File: config.mk
export PLATFORM = sky130hd
export DESIGN_NAME = if_fetch_stage
export DESIGN_NICKNAME = d
export VERILOG_FILES = /design/src/rtl/if_fetch_stage_pkg.sv /design/src/rtl/if_fetch_stage_sync_fifo.sv /design/src/rtl/if_fetch_stage.sv
export SDC_FILE = /design/constraint.sdc
export NUM_CORES = 1
export LEC_CHECK = 0
export CORE_ASPECT_RATIO = 1.25
export CORE_MARGIN = 2
export CORE_UTILIZATION = 27
export CTS_CLUSTER_SIZE = 40
export DETAILED_ROUTE_END_ITERATION = 10
export PLACE_DENSITY = 0.47
export SLEW_MARGIN = 30
export SYNTH_ARGS = -nofsm -noshare
export SYNTH_HDL_FRONTEND = slang
export SYNTH_SLANG_ARGS = --single-unit
File: constraint.sdc
create_clock -name clk -period 7.45 [get_ports clk]
set_input_delay 0.745 -clock clk [delete_from_list [all_inputs] [get_ports clk]]
set_output_delay 0.745 -clock clk [all_outputs]
set_load 0.1 [all_outputs]
File: src/rtl/if_fetch_stage_pkg.sv
// Core-wide fetch definitions: data widths, reset pc, fetch entry payload.
package if_fetch_stage_pkg;

  localparam int unsigned XLEN = 32;

  localparam logic [XLEN-1:0] INSTR_NOP        = 32'h0000_0013;
  localparam logic [XLEN-1:0] RESET_PC_DEFAULT = 32'h0000_0000;

  // One buffered fetch: the pc it was fetched from and the returned word.
  typedef struct packed {
    logic [XLEN-1:0] pc;
    logic [XLEN-1:0] instr;
  } fetch_entry_t;

  // Force an address onto a word boundary.
  function automatic logic [XLEN-1:0] align_word(input logic [XLEN-1:0] addr);
    return addr & ~XLEN'(3);
  endfunction

endpackage

File: src/rtl/if_fetch_stage_sync_fifo.sv
// Synchronous FIFO with occupancy count and single-cycle flush.
module if_fetch_stage_sync_fifo #(
  parameter int unsigned WIDTH = 32,
  parameter int unsigned DEPTH = 2
) (
  input  logic                     clk,
  input  logic                     reset,
  input  logic                     flush,
  input  logic                     push,
  input  logic [WIDTH-1:0]         push_data,
  input  logic                     pop,
  output logic [WIDTH-1:0]         head_data,
  output logic [$clog2(DEPTH):0]   count
);

  localparam int unsigned AW = $clog2(DEPTH);
  localparam int unsigned CW = AW + 1;

  logic [WIDTH-1:0] mem [DEPTH];
  logic [AW-1:0]    wr_ptr;
  logic [AW-1:0]    rd_ptr;
  logic             empty;
  logic             full;
  logic             do_push;
  logic             do_pop;

  // Handshake qualification; a pop in the same cycle makes room for a push.
  always_comb begin
    empty     = (count == '0);
    full      = (count == CW'(DEPTH));
    do_pop    = pop & ~empty & ~flush;
    do_push   = push & ~flush & (~full | do_pop);
    head_data = mem[rd_ptr];
  end

  // Pointers and count; DEPTH is a power of two so pointers wrap naturally.
  always_ff @(posedge clk) begin
    if (!reset) begin
      wr_ptr <= '0;
      rd_ptr <= '0;
      count  <= '0;
    end else if (flush) begin
      wr_ptr <= '0;
      rd_ptr <= '0;
      count  <= '0;
    end else begin
      if (do_push) wr_ptr <= wr_ptr + AW'(1);
      if (do_pop)  rd_ptr <= rd_ptr + AW'(1);
      count <= count + CW'(do_push) - CW'(do_pop);
    end
  end

  // Storage array, written on accepted push only.
  always_ff @(posedge clk) begin
    if (do_push) mem[wr_ptr] <= push_data;
  end

  // Callers guarantee space; a dropped push would silently lose a fetch.
  a_no_overflow: assert property (@(posedge clk) disable iff (!reset)
    (push && !flush) |-> (!full || pop));

  a_no_underflow: assert property (@(posedge clk) disable iff (!reset)
    (pop && !flush) |-> !empty);

endmodule

File: src/rtl/if_fetch_stage.sv
// Instruction fetch: issues in-order word fetches, buffers {pc, instr} for decode,
// steers the pc register and squashes stale fetches on EX redirects.
module if_fetch_stage
  import if_fetch_stage_pkg::*;
#(
  parameter logic [XLEN-1:0] RESET_PC = RESET_PC_DEFAULT,
  parameter int unsigned     DEPTH    = 2
) (
  input  logic            clk,
  input  logic            reset,
  input  logic [XLEN-1:0] pc,
  output logic [XLEN-1:0] pc_next,
  output logic            imem_req_valid,
  output logic [XLEN-1:0] imem_req_addr,
  input  logic            imem_req_ready,
  input  logic            imem_resp_valid,
  input  logic [XLEN-1:0] imem_resp_data,
  input  logic            redirect_valid,
  input  logic [XLEN-1:0] redirect_target,
  output logic            id_valid,
  output logic [XLEN-1:0] id_pc,
  output logic [XLEN-1:0] id_instr,
  input  logic            id_ready
);

  localparam int unsigned CW = $clog2(DEPTH) + 1;
  localparam int unsigned OW = CW + 1;
  localparam int unsigned EW = $bits(fetch_entry_t);

  logic [CW-1:0]   inflight;
  logic [CW-1:0]   drop_cnt;
  logic [CW-1:0]   fifo_count;
  logic [CW-1:0]   pend_count;
  logic [OW-1:0]   occupancy;
  logic [XLEN-1:0] pend_head;
  fetch_entry_t    push_entry;
  fetch_entry_t    head_entry;
  logic            fifo_empty;
  logic            credit;
  logic            id_pop;
  logic            issue;
  logic            resp_pop;
  logic            resp_keep;

  // Credit, handshakes and response steering. A same-cycle decode pop frees
  // a slot so the stage sustains one fetch per cycle at unit memory latency.
  always_comb begin
    fifo_empty     = (fifo_count == '0);
    id_valid       = reset & ~fifo_empty & ~redirect_valid;
    id_pop         = id_valid & id_ready;
    occupancy      = OW'(inflight) + OW'(fifo_count) - OW'(id_pop);
    credit         = (occupancy < OW'(DEPTH));
    imem_req_valid = reset & ~redirect_valid & credit;
    imem_req_addr  = pc;
    issue          = imem_req_valid & imem_req_ready;
    resp_pop       = reset & imem_resp_valid;
    resp_keep      = resp_pop & ~redirect_valid & (drop_cnt == '0);
    push_entry     = '{pc: pend_head, instr: imem_resp_data};
    id_pc          = head_entry.pc;
    id_instr       = fifo_empty ? INSTR_NOP : head_entry.instr;
  end

  // Next pc for the pc register: reset, then redirect, then sequential advance.
  always_comb begin
    pc_next = pc;
    if (!reset) begin
      pc_next = RESET_PC;
    end else if (redirect_valid) begin
      pc_next = align_word(redirect_target);
    end else if (issue) begin
      pc_next = pc + XLEN'(4);
    end
  end

  // Outstanding fetch count and number of stale responses still to discard.
  always_ff @(posedge clk) begin
    if (!reset) begin
      inflight <= '0;
      drop_cnt <= '0;
    end else begin
      inflight <= inflight + CW'(issue) - CW'(resp_pop);
      if (redirect_valid) begin
        drop_cnt <= inflight - CW'(resp_pop);
      end else if (resp_pop && (drop_cnt != '0)) begin
        drop_cnt <= drop_cnt - CW'(1);
      end
    end
  end

  // Decoded-side buffer of {pc, instr}.
  if_fetch_stage_sync_fifo #(
    .WIDTH (EW),
    .DEPTH (DEPTH)
  ) u_out_fifo (
    .clk       (clk),
    .reset     (reset),
    .flush     (redirect_valid),
    .push      (resp_keep),
    .push_data (push_entry),
    .pop       (id_pop),
    .head_data (head_entry),
    .count     (fifo_count)
  );

  // Pcs of fetches awaiting a response, popped in step with every response.
  if_fetch_stage_sync_fifo #(
    .WIDTH (XLEN),
    .DEPTH (DEPTH)
  ) u_pend_fifo (
    .clk       (clk),
    .reset     (reset),
    .flush     (1'b0),
    .push      (issue),
    .push_data (pc),
    .pop       (resp_pop),
    .head_data (pend_head),
    .count     (pend_count)
  );

  a_pend_tracks_inflight: assert property (@(posedge clk) disable iff (!reset)
    pend_count == inflight);

endmodule

# [Word level (Yosys, flattened, before mapping)]
# Memory sizes are Yosys's and may differ from the RTL's. A register that Yosys moved wholly into a read port is not among the register bits.
# Cells that the tools add are included.
[word_totals] word_cells=72 inputBits=102 ram_bits=192 ff_bits=12 mem_count=2
[classes] n_addsub=15 mux=14 reduce_logical=7 n_bitwise=23 eq_ne=2 magnitude_cmp=1
[memory_table] name="u_out_fifo.mem" depth=2 word_bits=64 rd=1 rd_clocked_by_memory_dff=1 write_ports=1 line_no="if_fetch_stage_sync_fifo.sv:19" source="logic [WIDTH-1:0] mem [DEPTH];"
[memory_table] name="u_pend_fifo.mem" depth=2 word_bits=32 rd=1 rd_clocked_by_memory_dff=1 write_ports=1 line_no="if_fetch_stage_sync_fifo.sv:19"
[ops] operator="2-to-1 mux 32 bit" count=4
[ops] operator="adder 32 x 3 -> 32 bit (second input constant)" count=1
[ops] operator="bitwise AND 1 bit" count=15
[ops] operator="2-to-1 mux 1 bit" count=8
[ops] operator="subtractor 2 x 1 -> 2 bit" count=4
[ops] operator="adder 2 x 1 -> 2 bit" count=3
[ops] operator="zero test 2 bit" count=3
[ops] operator="inverter 1 bit" count=6
[ops] operator="adder 1 bit (second input constant)" count=4
[ops] operator="equality test 2 bit (second input constant)" count=2
[ops] operator="2-to-1 mux 2 bit" count=2
[ops] operator="nonzero test 2 bit" count=2
[ops] operator="adder 2 x 2 -> 3 bit" count=1
[ops] operator="< comparator 3 x 2 -> 1 bit (second input constant)" count=1
[ops] operator="subtractor 3 x 1 -> 3 bit" count=1
[ops] operator="OR 1 bit" count=2
[ops] operator="OR reduction 2 bit" count=1
[ops] operator="subtractor 2 x 1 -> 2 bit (second input constant)" count=1
[ops] operator="logical AND 1 bit" count=1

# [Longest topological paths before layout]
# Gate-level depths: netlist of the first run.
[logic_depth] depth_word=12 depth_mapped=15 ltp_nobuf=14

# [Modules after synthesis]
# From an unflattened synthesis of the first run, not the netlist that was laid out.
[unflattened] hier_cells=661 area_unflattened_um2=9466.6
[by_module_without_submodules] module="if_fetch_stage_sync_fifo at u_out_fifo" seq_area_each_um2=3943.8 area_per_inst_um2=4912.2 n_inst=1 cells_per_inst=232
[by_module_without_submodules] module="if_fetch_stage_sync_fifo at u_pend_fifo" seq_area_each_um2=2021.9 area_per_inst_um2=2606.2 n_inst=1 cells_per_inst=133
[by_module_without_submodules] module="if_fetch_stage" seq_area_each_um2=80.1 area_per_inst_um2=1948.1 n_inst=1 cells_per_inst=296

# [Worst setup path after synthesis of the first run]
# Ideal clock, no wire load.
[synth_path] path_type="in2out" from="input reset" to="output pc_next[30]" required_ns=6.705 arrival_time_ns=5.399 n_path_buf=2 path_stages=12 path_slack_ns=1.306 path_cell_list="buf_2 nor2b_1 clkbuf_1 and3_1 ha_1 nand2b_1 fa_1 nand3b_1 nor3_4 nand2_1 o2bb2a_1 o21ai_0"
[synth_via] elab_chain_cells=10 word_cells_on_any_way=11
[synth_rtl] element="start: declaration" line_no="if_fetch_stage.sv:10" source="input logic reset,"
[synth_rtl] element="bitwise AND 1 bit (2 in series)" line_no="if_fetch_stage.sv:49" source="id_valid = reset & ~fifo_empty & ~redirect_valid;"
[synth_rtl] element="bitwise AND 1 bit" line_no="if_fetch_stage.sv:50" source="id_pop = id_valid & id_ready;"
[synth_rtl] element="subtractor 3 x 1 -> 3 bit" line_no="if_fetch_stage.sv:51" source="occupancy = OW'(inflight) + OW'(fifo_count) - OW'(id_pop);"
[synth_rtl] element="< comparator 3 x 2 -> 1 bit" line_no="if_fetch_stage.sv:52" source="credit = (occupancy < OW'(DEPTH));"
[synth_rtl] element="bitwise AND 1 bit" line_no="if_fetch_stage.sv:53" source="imem_req_valid = reset & ~redirect_valid & credit;"
[synth_rtl] element="bitwise AND 1 bit" line_no="if_fetch_stage.sv:55" source="issue = imem_req_valid & imem_req_ready;"
[synth_rtl] element="2-to-1 mux 32 bit" line_no="if_fetch_stage.sv:70" source="end else if (issue) begin"
[synth_rtl] element="2-to-1 mux 32 bit" line_no="if_fetch_stage.sv:68" source="end else if (redirect_valid) begin"
[synth_rtl] element="2-to-1 mux 32 bit (*)" line_no="if_fetch_stage.sv:66" source="if (!reset) begin"
[synth_rtl] element="end: declaration" line_no="if_fetch_stage.sv:12" source="output logic [XLEN-1:0] pc_next,"
# Every way passes the cells marked *; elsewhere a longest branch is shown, timed or not.

# [Final worst setup path of the first run]
# Ends and elaborated chain as after synthesis.

==> results of run 1 <==
[final cells by class]
| class | count | area (µm²) |
|---|---|---|
| Fill cell | 3188 | 21100 |
| Timing Repair Buffer | 238 | 2330 |
| Sequential cell | 206 | 6050 |
| Clock buffer | 29 | 598 |
| Inverter | 14 | 53.8 |
| Clock inverter | 11 | 80.1 |
| Tap cell | 423 | 529 |
| Multi-Input combinational cell | 352 | 2720 |
[sequential cells by signal, summed over array words and instances, names as in the netlist, named ones only]
register and flops:
u_out_fifo.count 2, u_out_fifo.wr_ptr 1, u_pend_fifo.mem 64, inflight 2, u_pend_fifo.rd_ptr 1, u_out_fifo.rd_ptr 1, u_pend_fifo.count 2, u_pend_fifo.wr_ptr 1
drop_cnt 2, u_out_fifo.mem 128
[logic make-up (layout without fill, tap and decap cells)]
kind of cell / after synthesis / in the layout / synth area share, %
adders and majority gates: 11 / 11 / 1.59
buffers and inverters: 71 / 292 / 4.29
and+or+nand+nor: 151 / 151 / 9.16
DFF: 206 / 206 / 66.2
muxes: 97 / 97 / 11.5
xor gates and xnor gates: 34 / 34 / 3.34
AOI/OAI and AO/OA: 59 / 59 / 3.94
[placed cells by master (no fill, tap or decap), drive strengths merged, types with 8 or more instances in the layout]
cell and count:
mux2 64, buf 46, xor2 16, edfxtp 192, nand3 11, clkbuf 29, xnor2 18, nand2 34
dfxtp 14, clkinv 9, a21oi 14, mux2i 33, ha 10, clkdlybuf4s50 192, inv 14, nor3 8
nor2 42, and2 13, o21ai 27, nand4 12
[critical path, delay by kind of cell]
kind | cells | cell delay, ps
adders and majority gates | 2 | 770
AOI/OAI and AO/OA | 2 | 690
buffers and inverters | 4 | 1240
and+or+nand+nor | 6 | 1640
[layer usage]
layer / share of wire [%] / up-vias
met4: 2.6 / 0
met5: 0 / -
met2: 53 / 157
met1: 40 / 2845
met3: 4.5 / 34
li1: - / 2715
[worst paths after layout]
check / from / to / slack (ps)
worst max-delay path: reset / pc_next[30] / 1590
worst min-delay path: u_out_fifo.rd_ptr$_SDFFE_PP0P_ / register / 520
worst max register to register: u_out_fifo.count[1]$_SDFF_PP0_ / u_pend_fifo.mem[0][6]$_DFFE_PP_ / 3620
worst min register to register: u_out_fifo.rd_ptr$_SDFFE_PP0P_ / register / 520
[power by group]
group / switching, mW / leakage (nW) / internal (mW)
Combinational: 0.334 / 1.90 / 0.145
Clock: 0.434 / 0.329 / 0.600
Sequential: 0.0128 / 1.85 / 1.30
Total: 0.781 / 4.08 / 2.04
[metrics by stage]
stage | hold WS, ps | setup WS [ps] | total power [mW]
4_1_cts | 525 | 1570 | 2.87
3_3_place_gp | 493 | 1620 | 1.82
6_report | 524 | 1590 | 2.82
2_1_floorplan | 481 | 1310 | 1.67
3_5_place_dp | 500 | 1580 | 1.82
5_1_grt | 569 | 1350 | 2.93
==> impl_metrics.csv, run 1 <==
group,metric,value,unit
timing,slew_violations,0,
logic_synthesis,yosysMostFrequentCell,"edfxtp_1",
route,drt_iter0_markers,231,
route,vias,5751,
job,drv_cap,0,
timing,maxSlewHeadroom,29.3,%
route,drc,0,
clock_tree,ctsHoldBuffers,0,
clock_tree,clock_sinks,206,
power_and_ir_drop,irDropWorstVdd,0.159,mV
finish,stdcell_area,0.0124,mm²
worst_hold_path,holdPathStages,2,
global_route,grt_max_degree,47,
route,wirelength,24.2,mm
finish,fin_util,36.9,%
worst_setup_path,crit_top_cell,"buf_4",
clock_tree,cts_resized,0,
route,routedWlPerCell,19.0,µm
clock_tree,path_clk_slew,50,ps
timing,period_minus_slack,5860,ps
worst_setup_path,cpPeakStageDelay,590,ps
placement,placed_area,0.0117,mm²
global_route,gr-usage-met2,24.9,%
power_and_ir_drop,p_leak,4.08,nW
global_route,grt_util_met1,15.8,%
global_route,grt_pass1_wl,35.5,mm
logic_synthesis,ys_types,53,
logic_synthesis,synth.avg_cell_area,14.5,µm²
clock_tree,ctsLongestPathBuffers,3,
logic_synthesis,synth_cells,629,
finish,fin_nets,948,
route,via_per_inst,4.52,
clock_tree,cts_buffers,23,
worst_setup_path,cp_data_arrival_time,5120,ps
logic_synthesis,synth-edff-count,192,
timing,tightest_slew,1060,ps
timing,hold_viol,0,
die,fp.dieH,210,µm
timing,fin_skew,10.7,ps
logic_synthesis,synth.area.top_cells,"edfxtp_1 (63%), mux2_2 (7.9%), mux2i_1 (3.6%), dfxtp_1 (3.1%), buf_4 (2.6%)",
placement,io_buffer_count,229,
finish,layout-drive-gt1-share,18.9,%
clock_tree,cts_tree,"yes",
finish,stdcell_count,1273,
logic_synthesis,synth_nets,742,
logic_synthesis,ys_top_cells_by_count,"edfxtp_1 (192), mux2_2 (64), nor2_1 (42), nand2_1 (34), mux2i_1 (33)",
global_route,grt_antenna_before_repair,0,
logic_synthesis,ys_seq_area_share,66.2,%
placement,dp_cells,1233,
worst_setup_path,crit_path_cell_trace,"clkdlybuf4s50_1, buf_4, nor2b_1, buf_4, and3_1, ha_1, nand2b_1, fa_1, nand3b_1, nor3_4, nand2_1, o2bb2a_1, o21ai_0, buf_12",
global_route,grt.busiest_layer,"met2",
power_and_ir_drop,p_per_area,228,mW/mm²
timing,final.period_utilization,78.7,%
die,io_pins,232,
die,die_x,169,µm
global_route,grt.total_usage,13.4,%
finish,num_antenna_cells,0,
timing,setup_tns,0,ps
placement,routabilityCongestion,0.731,
logic_synthesis,yosys_warnings,0,
worst_hold_path,holdCritPathClass,"reg -> reg",
logic_synthesis,synthArstFlopShare,0,%
die,start_util,27.3,%
worst_setup_path,cp-end-kind,"output port",
run_status,status,"complete, no violations",
logic_synthesis,yosysTopAreaCellShare,63.1,%
global_route,grt.overflow.total,0,
route,antenna_left,0,
logic_synthesis,synth-main-ff-cell,"edfxtp_1",
clock_tree,worst_skew_pair.late_latency,510,ps
worst_setup_path,start_kind,"primary input",
logic_synthesis,ys_seq_elements,206,
global_route,met3_usage,1.96,%
route,first_pass_iters,4,
die,design.die.area,0.0353,mm²
worst_setup_path,crit_type,"in -> out",
worst_setup_path,rr_worst_depth,10,
timing,fmax,171,MHz
timing,setup_viol,0,
worst_setup_path,cpMaxStageDelayCell,"nor3_4",
die,core_area,0.0335,mm²
timing,grt_setup_unrepaired,"no",
placement,dp_hpwl,16.3,mm
logic_synthesis,yosys.area.top_type,"edfxtp_1",
global_route,grt_pass1_vias,5842,
clock_tree,clockRootBuffer,"clkbuf_16",
worst_setup_path,critPathMaxFanout,36,
clock_tree,htreeDepth,1,
logic_synthesis,syn_area,0.00914,mm²
finish,syn2layout_area_growth,35.3,%
die,core.rowCount,75,
clock_tree,post_cts_buffers,0,
worst_setup_path,cp.required,6700,ps
No activity file was read; power rests on OpenSTA's default activity.
==> inputs of run 2 (changes only) <==
- clock period: 7.45 -> 5.5 ns (I/O delays scaled with it)
==> impl_metrics.csv, run 2 (synthesis gave the netlist of run 1 again) <==
group,metric,value,unit
run_status,status,"complete, no violations",
route,routedWlPerCell,19.0,µm
finish,num_antenna_cells,0,
worst_setup_path,endpoint,"pc_next[30]",
timing,grt_setup_unrepaired,"no",
clock_tree,cts_buffers,23,
job,drv_cap,0,
worst_setup_path,cp-end-kind,"output port",
timing,tightest_slew,1040,ps
route,first_pass_iters,5,
die,fp.dieH,210,µm
power_and_ir_drop,clockPowerShare,38.0,%
worst_hold_path,holdCritPathClass,"reg -> reg",
worst_setup_path,reg2reg_to,"u_pend_fifo.mem[0][1]$_DFFE_PP_",
timing,fmax,212,MHz
worst_setup_path,start_kind,"primary input",
timing,setup_ws,778,ps
route,via_per_inst,4.50,
worst_setup_path,critPathMaxFanout,8,
route,vias,5747,
timing,maxSlewHeadroom,30.5,%
placement,post-place-ws,710,ps
clock_tree,post_cts_buffers,0,
global_route,grt_max_degree,53,
clock_tree,path_clk_slew,60,ps
clock_tree,worst_skew_pair.late_latency,520,ps
global_route,grt.overflow.total,0,
power_and_ir_drop,p_sw_share,27.2,%
power_and_ir_drop,power.share.combinational,17.4,%
finish,final_cell_mix,"edfxtp_1 (192), clkdlybuf4s50_1 (187), mux2_2 (64)",
power_and_ir_drop,p_per_area,311,mW/mm²
worst_setup_path,cp_data_arrival_time,4170,ps
power_and_ir_drop,p_leak,4.24,nW
clock_tree,clock_sinks,206,
route,antenna_left,0,
clock_tree,cts_tree,"yes",
clock_tree,ctsLongestPathBuffers,3,
finish,final_common_cell,"edfxtp_1",
route,wirelength,24.3,mm
worst_setup_path,cp-startpoint,"reset",
power_and_ir_drop,irDropWorstVdd,0.207,mV
finish,layout-drive-gt1-share,20.1,%
placement,placed_area,0.0120,mm²
worst_setup_path,rrSetupSlack,1740,ps
die,core_area,0.0335,mm²
finish,largest_register_ffs,128,
finish,top_register,"u_out_fifo.mem",
placement,io_buffer_count,229,
clock_tree,ctsHoldBuffers,0,
die,io_pins,232,
route,drc,0,
timing,slew_violations,0,
timing,hold_viol,0,
timing,fin_skew,26.8,ps
clock_tree,clockRootBuffer,"clkbuf_16",
global_route,grt_pass1_wl,35.8,mm
die,die_x,169,µm
finish,fin_nets,951,
power_and_ir_drop,p_sw,1.08,mW
finish,stdcell_area,0.0128,mm²
clock_tree,cts_resized,0,
timing,period_minus_slack,4720,ps
timing,final.period_utilization,85.9,%
global_route,grt_pass1_vias,5853,
worst_setup_path,crit_type,"in -> out",
worst_setup_path,rr_worst_depth,10,
global_route,grt_antenna_before_repair,1,
placement,routabilityCongestion,0.684,
placement,dp_hpwl,16.5,mm
timing,setup_tns,0,ps
die,start_util,27.3,%
power_and_ir_drop,pwr-share-seq,44.6,%
power_and_ir_drop,internal_power,2.90,mW
finish,syn2layout_area_growth,39.9,%
die,design.die.area,0.0353,mm²
die,core.rowCount,75,
worst_setup_path,cp.required,4950,ps
worst_setup_path,timing.rr.start,"u_out_fifo.count[1]$_SDFF_PP0_",
global_route,grt.total_usage,13.5,%
timing,setup_viol,0,
clock_tree,htreeDepth,1,
finish,top_regs,"u_out_fifo.mem x128, u_pend_fifo.mem x64",
route,drt_iter0_markers,230,
## run 2: changes by cell type in the layout (fill, tap and decap cells not counted), sizes merged
cell	previous run	this run
buf	46	54
bufinv	1	3
clkbuf	29	28
clkdlybuf4s50	192	187
## run 2: layout make-up
cell class,instances,area (µm²)
Clock buffer,28,594
Tap cell,423,529
Multi-Input combinational cell,352,2720
Inverter,14,52.6
Timing Repair Buffer,241,2690
Clock inverter,13,143
Sequential cell,206,6050
Fill cell,3213,20700
## run 2: worst min-delay path by stage
stage	from	endpoint	slack, ps	cells past startpoint
after detailed placement	u_out_fifo.rd_ptr$_SDFFE_PP0P_	register	500	2
after global routing	u_out_fifo.rd_ptr$_SDFFE_PP0P_	register	540	2
after CTS	u_out_fifo.rd_ptr$_SDFFE_PP0P_	register	520	2
final	u_out_fifo.rd_ptr$_SDFFE_PP0P_	register	510	2
after global placement	u_out_fifo.rd_ptr$_SDFFE_PP0P_	register	490	2
after floorplan	u_out_fifo.rd_ptr$_SDFFE_PP0P_	register	480	2
## run 2: per-stage QoR
stage               instances  util, %  hold WS, ps  power, mW
floorplan                 629        -          481       2.26
global placement         1234     35.9          490       2.51
detailed placement       1235     35.9          501       2.51
CTS                      1276     38.1          516       4.04
global route             1277     38.2          538       4.13
finish                   1277     38.2          514       3.98
## run 2: layer usage
| metal | GRT usage, % | wire length (µm) |
|---|---|---|
| met1 | 16.4 | 9900 |
| met2 | 24.5 | 12700 |
| met3 | 2.32 | 1100 |
| met4 | 4.01 | 551 |
| met5 | 0 | 12 |
## run 2: worst max-delay path: stages
cell and delay (ps):
clkdlybuf4s50_1 460, nor2b_1 200, and3_1 180, ha_1 210
nand2b_1 150, fa_1 560, nand3b_1 170, nor3_4 520
nand2_1 310, o2bb2a_1 370, o21ai_1 250, buf_12 220
## run 2: power by group through the flow
stage / Combinational [mW] / Sequential (mW) / Clock [mW]
2_1_floorplan: 0.456 / 1.80 / 0
3_3_place_gp: 0.699 / 1.81 / 0
3_5_place_dp: 0.700 / 1.81 / 0
4_1_cts: 0.703 / 1.78 / 1.56
5_1_grt: 0.726 / 1.78 / 1.63
6_report: 0.693 / 1.77 / 1.51
